--- config.mk ---
export PLATFORM = sky130hd
export DESIGN_NAME = irq_priority_ctrl
export DESIGN_NICKNAME = d
export VERILOG_FILES = /design/src/rtl/irq_pkg.sv /design/src/rtl/irq_prio_enc.sv /design/src/rtl/irq_priority_ctrl.sv
export SDC_FILE = /design/constraint.sdc
export NUM_CORES = 1
export LEC_CHECK = 0
export CAP_MARGIN = 0
export CORE_AREA = 2 2 64 66
export CTS_BUF_LIST = sky130_fd_sc_hd__clkbuf_8
export CTS_CLUSTER_DIAMETER = 120
export DETAILED_ROUTE_END_ITERATION = 7
export DIE_AREA = 0 0 66 68
export GPL_TIMING_DRIVEN = 0
export PLACE_DENSITY_LB_ADDON = 0.08
export SYNTH_ARGS = -nofsm -noshare
export SYNTH_HDL_FRONTEND = slang
export SYNTH_SLANG_ARGS = --single-unit
export TNS_END_PERCENT = 5
--- constraint.sdc ---
create_clock -name clock -period 1.9 [get_ports clock]
set_input_delay 0.38 -clock clock [delete_from_list [all_inputs] [get_ports clock]]
set_output_delay 0.38 -clock clock [all_outputs]
set_load 0.1 [all_outputs]
--- src/rtl/irq_pkg.sv ---
// Shared types and sizes for the interrupt priority front end.
package irq_pkg;

  localparam int NUM_IRQ = 4;
  localparam int ID_W    = 2;

  typedef enum logic [1:0] {IDLE, PRESENT, SERVICE} state_t;

  function automatic logic [NUM_IRQ-1:0] id_onehot(input logic [ID_W-1:0] id);
    return NUM_IRQ'(1) << id;
  endfunction

endpackage

--- src/rtl/irq_prio_enc.sv ---
// Combinational priority encode: highest set index of eligible_i wins; any_o flags a request.
module irq_prio_enc
  import irq_pkg::*;
(
  input  logic [NUM_IRQ-1:0] eligible_i,
  output logic [ID_W-1:0]    id_o,
  output logic               any_o
);

  // Ascending scan so the last (highest) set bit overwrites lower ones.
  always_comb begin
    id_o = '0;
    for (int i = 0; i < NUM_IRQ; i++) begin
      if (eligible_i[i]) id_o = ID_W'(i);
    end
  end

  assign any_o = |eligible_i;

endmodule

--- src/rtl/irq_priority_ctrl.sv ---
// Interrupt front end: synchronise, latch pending, mask, present highest id, service until eoi/timeout.
// Define IRQ_EDGE_DETECT_EN for rising-edge pending capture; default is level capture.
module irq_priority_ctrl
  import irq_pkg::*;
#(
  parameter int SYNC_STAGES = 2,
  parameter int SVC_TIMEOUT = 255
) (
  input  logic               clock,
  input  logic               n_reset,
  input  logic [NUM_IRQ-1:0] req,
  input  logic               mask_wr,
  input  logic [NUM_IRQ-1:0] mask_in,
  output logic               irq_valid,
  input  logic               irq_ready,
  output logic [ID_W-1:0]    irq_id,
  input  logic               eoi,
  output logic [NUM_IRQ-1:0] pending,
  output logic               busy,
  output logic               timeout
);

  localparam int CNT_W = (SVC_TIMEOUT > 0) ? $clog2(SVC_TIMEOUT + 1) : 1;
  localparam logic [CNT_W-1:0] CNT_LAST = (SVC_TIMEOUT > 0) ? CNT_W'(SVC_TIMEOUT - 1) : '0;

  logic [NUM_IRQ-1:0] sync_q [SYNC_STAGES];
  logic [NUM_IRQ-1:0] req_s;
  logic [NUM_IRQ-1:0] set_vec;
  logic [NUM_IRQ-1:0] clr_vec;
  logic [NUM_IRQ-1:0] pending_q, pending_d;
  logic [NUM_IRQ-1:0] enable_q, enable_d;
  logic [NUM_IRQ-1:0] eligible;
  logic [ID_W-1:0]    enc_id;
  logic               enc_any;
  logic               accept;
  logic               expire;

  state_t             state_q;
  logic               irq_valid_q;
  logic [ID_W-1:0]    irq_id_q;
  logic               busy_q;
  logic               timeout_q;
  logic [CNT_W-1:0]   counter_q;

  always_ff @(posedge clock or negedge n_reset) begin
    if (!n_reset) begin
      for (int i = 0; i < SYNC_STAGES; i++) sync_q[i] <= '0;
    end else begin
      sync_q[0] <= req;
      for (int i = 1; i < SYNC_STAGES; i++) sync_q[i] <= sync_q[i-1];
    end
  end

  assign req_s = sync_q[SYNC_STAGES-1];

`ifdef IRQ_EDGE_DETECT_EN
  logic [NUM_IRQ-1:0] req_q;

  always_ff @(posedge clock or negedge n_reset) begin
    if (!n_reset) req_q <= '0;
    else          req_q <= req_s;
  end

  assign set_vec = req_s & ~req_q;
`else
  assign set_vec = req_s;
`endif

  assign accept    = (state_q == PRESENT) && irq_ready;
  assign clr_vec   = accept ? id_onehot(irq_id_q) : '0;
  // Set is OR-ed after the clear so a same-cycle new request is never lost.
  assign pending_d = (pending_q & ~clr_vec) | set_vec;
  assign enable_d  = mask_wr ? mask_in : enable_q;
  assign eligible  = pending_q & enable_q;

  always_ff @(posedge clock or negedge n_reset) begin
    if (!n_reset) begin
      pending_q <= '0;
      enable_q  <= '1;
    end else begin
      pending_q <= pending_d;
      enable_q  <= enable_d;
    end
  end

  irq_prio_enc u_enc (
    .eligible_i (eligible),
    .id_o       (enc_id),
    .any_o      (enc_any)
  );

  generate
    if (SVC_TIMEOUT > 0) begin : g_timeout
      assign expire = (counter_q == CNT_LAST);
    end else begin : g_no_timeout
      assign expire = 1'b0;
    end
  endgenerate

  always_ff @(posedge clock or negedge n_reset) begin
    if (!n_reset) begin
      state_q     <= IDLE;
      irq_valid_q <= 1'b0;
      irq_id_q    <= '0;
      busy_q      <= 1'b0;
      timeout_q   <= 1'b0;
      counter_q   <= '0;
    end else begin
      timeout_q <= 1'b0;
      case (state_q)
        IDLE: begin
          if (enc_any) begin
            state_q     <= PRESENT;
            irq_valid_q <= 1'b1;
            irq_id_q    <= enc_id;
          end
        end
        PRESENT: begin
          if (irq_ready) begin
            state_q     <= SERVICE;
            irq_valid_q <= 1'b0;
            busy_q      <= 1'b1;
            counter_q   <= '0;
          end
        end
        SERVICE: begin
          // eoi is checked first so a coincident expiry produces no pulse.
          if (eoi) begin
            state_q <= IDLE;
            busy_q  <= 1'b0;
          end else if (expire) begin
            state_q   <= IDLE;
            busy_q    <= 1'b0;
            timeout_q <= 1'b1;
          end else begin
            counter_q <= counter_q + CNT_W'(1);
          end
        end
        default: begin
          state_q     <= IDLE;
          irq_valid_q <= 1'b0;
          busy_q      <= 1'b0;
        end
      endcase
    end
  end

  assign irq_valid = irq_valid_q;
  assign irq_id    = irq_id_q;
  assign pending   = pending_q;
  assign busy      = busy_q;
  assign timeout   = timeout_q;

endmodule

==> flow_summary.yaml <==
yosys:
  async_flop_share_pct: 100
  ys_types: 36
  synth_edf_count: 0
  synthCells: 110
  syn_area_mm2: 0.00128
  ys_warn_count: 0
  ys_seq_elements: 31
  avgSynthCellArea_um2: 11.6
  syn-num-nets: 125
  synth_ff_type: "dfrtp_1"
  synth-seq-area-share_pct: 61.1
global_route:
  grt_pass1_vias: 907
  antenna_found_initial: 0
  grt_max_degree: 17
  grt_pass1_wl_um: 4200
  gr-usage-all-layers_pct: 12.8
  grt_overflow: 0
drt:
  drt_first_pass_iters: 4
  antenna_left: 0
  first_iter_violations: 57
  num_vias: 957
  drt-vias-per-instance: 5.04
  wirelength_um: 2530
  wl_per_cell_um: 13.3
  drc_errors: 0
layout:
  drive_gt1_share_pct: 18.6
  nets: 154
  layout_commonest_cell: "dfrtp_1"
  fillers: 397
  antenna_cells: 0
  final_cell_mix: "dfrtp_1 (27), clkdlybuf4s50_1 (12), nand2_1 (10), clkbuf_8 (6), clkdlybuf4s15_2 (6)"
  regArea_um2: 781
  multiInputGateArea_um2: 462
  fin_util_pct: 44.1
  area_growth_pct: 33.1
floorplanning:
  die_w_um: 66
  dieArea_mm2: 0.00449
  row_count: 23
  initial_utilization_pct: 33.2
  fp.coreArea_mm2: 0.00386
  ios: 22
  die_y_um: 68
min_path:
  min_path_type: "reg2reg"
placement:
  place_congestion: 0.745
  io_buffers: 21
  dpl.hpwl_um: 1850
power:
  p_leak_nw: 0.723
  power-per-cell-area_mw_per_mm2: 1460
  total_power_mw: 2.49
  ir_drop_mv: 0.556
sta:
  maxSlewViolCount: 0
  max_clock_freq_mhz: 542
  setup_viol: 0
  grt_setup_unrepaired: "no"
  skew_ps: 8.87
  relSlewSlack_pct: 36.6
  worst_pin_slew_ps: 955
  min_period_ps: 1840
  holdWs_ps: 349
  period_share_pct: 97.0
  setup_tns_ps: 0
  finalHoldViolCount: 0
critical_path:
  cp_cell_sequence: "dlygate4sd2_1"
  crit_buf_inv: 1
  slowest_delay_ps: 850
  path_class: "reg2out"
  cp.required_ps: 1520
  crit_path_start_kind: "flop"
  cp_slowest_cell: "dlygate4sd2_1"
  cpLargestDelayFamily: "buffers and inverters"
  end_kind: "output pin"
  worstPathArrival_ps: 1460
  path_max_fanout: 2
status:
  outcome: "finished clean"
clocking:
  cts_max_level: 2
  cts_setup_buffers: 0
  clock_sinks: 31
  clock_latency_ps: 280
  cts_root_buf: "clkbuf_8"
  clockBufferDepth: 2
  clkSlewWorstSetupHoldPaths_ps: 60
  cts_hold_buf: 0
  numCtsBuffers: 5
  cts_tree: "built"
flow_run:
  maxCapViolCount: 0
worst reg2reg max path, stage by stage (launching register included):
cell and delay, ps:
dfrtp_1 430, inv_1 110, ha_1 160, nand4_1 120
o211a_1 240, or2_0 190, buf_2 170, a31oi_1 180
per-layer routing:
| layer | up-vias | track usage (%) | wire [um] |
|---|---|---|---|
| met3 | 2 | 5.43 | 135 |
| met1 | 477 | 14.8 | 1080 |
| met2 | 20 | 21.8 | 1300 |
| met4 | 0 | 3.83 | 14 |
| li1 | 458 | - | - |
| met5 | - | 0 | 0 |
what timing repair did:
| item | CTS | global route |
|---|---|---|
| setup endpoints to repair | 9 | 1 |
| gates resized for setup | 21 | 1 |
| pin swaps | 0 | 0 |
worst paths after layout:
kind                                            end                      from  depth (start not counted)  slack [ps]
setup / recovery                          irq_valid     irq_valid$_DFFE_PN0P_                          1          60
hold / removal                   req_s[1]$_DFF_PN0_       sync_q[5]$_DFF_PN0_                          0         350
setup reg to reg           counter_q[6]$_DFFE_PN0P_  counter_q[0]$_DFFE_PN0P_                          7         240
hold reg to reg                  req_s[1]$_DFF_PN0_       sync_q[5]$_DFF_PN0_                          0         350
max in group asynchronous     irq_valid$_DFFE_PN0P_                   n_reset                          2         810
min in group asynchronous  counter_q[5]$_DFFE_PN0P_                   n_reset                          1         550
sequential cells by signal (all words and copies together), names as in the netlist:
name / cells
irq_valid: 1
state_q: 2
req_s: 4
enable_q: 4
counter_q: 8
busy: 1
irq_id: 2
sync_q: 4
timeout: 1
pending: 4
power breakdown:
| group | internal, mW | switching (mW) |
|---|---|---|
| Sequential | 0.782 | 0.109 |
| Combinational | 0.256 | 0.679 |
| Clock | 0.424 | 0.240 |
| Total | 1.46 | 1.03 |
stage by stage:
stage               worst slack (ps)  area (um2)  std cells
detailed placement             -74.4        1580        182
global placement                -130        1550        181
global route                    11.2        1700        190
CTS                             11.5        1700        190
floorplan                        112        1280        110
finish                          56.3        1700        190
synthesized netlist by cell type, types with 2 or more instances:
| library cell | count | share of area, % |
|---|---|---|
| a21o_1 | 3 | 1.8 |
| a21oi_1 | 3 | 1.2 |
| a22oi_1 | 2 | 1.2 |
| a31oi_1 | 4 | 2.0 |
| a41oi_1 | 2 | 1.4 |
| and2b_1 | 2 | 1.2 |
| buf_2 | 2 | 0.78 |
| dfrtp_1 | 27 | 53 |
| dfstp_2 | 4 | 8.2 |
| ha_1 | 2 | 2.0 |
| inv_1 | 4 | 1.2 |
| mux2_2 | 4 | 3.5 |
| nand2_1 | 10 | 2.9 |
| nand2b_1 | 2 | 0.98 |
| nand3_1 | 4 | 1.6 |
| nand3b_1 | 2 | 1.2 |
| nand4_1 | 2 | 0.98 |
| nor2_1 | 4 | 1.2 |
| nor3_1 | 2 | 0.78 |
| o21ai_0 | 5 | 2.0 |
| o21ai_1 | 2 | 0.78 |
| o31ai_1 | 4 | 2.3 |
kinds of logic after synthesis:
kind of cell             after synthesis  share of synthesized area (%)
AND/OR/NAND/NOR                       32                           12.7
buffers and inverters                  8                           2.84
AO/OA/AOI/OAI                         32                           17.1
flip-flops                            31                           61.1
adder cells (fa/ha/maj)                2                           1.96
multiplexers                           5                           4.31
layout make-up:
class	count	share of cell area (%)
Sequential cell	31	45.9
Inverter	4	0.882
Multi-Input combinational cell	71	27.1
Buffer	4	1.25
Timing Repair Buffer	22	14.3
Clock buffer	6	4.85
Clock inverter	2	2.06
Tap cell	50	3.68
(Power assumes the default switching activity.)
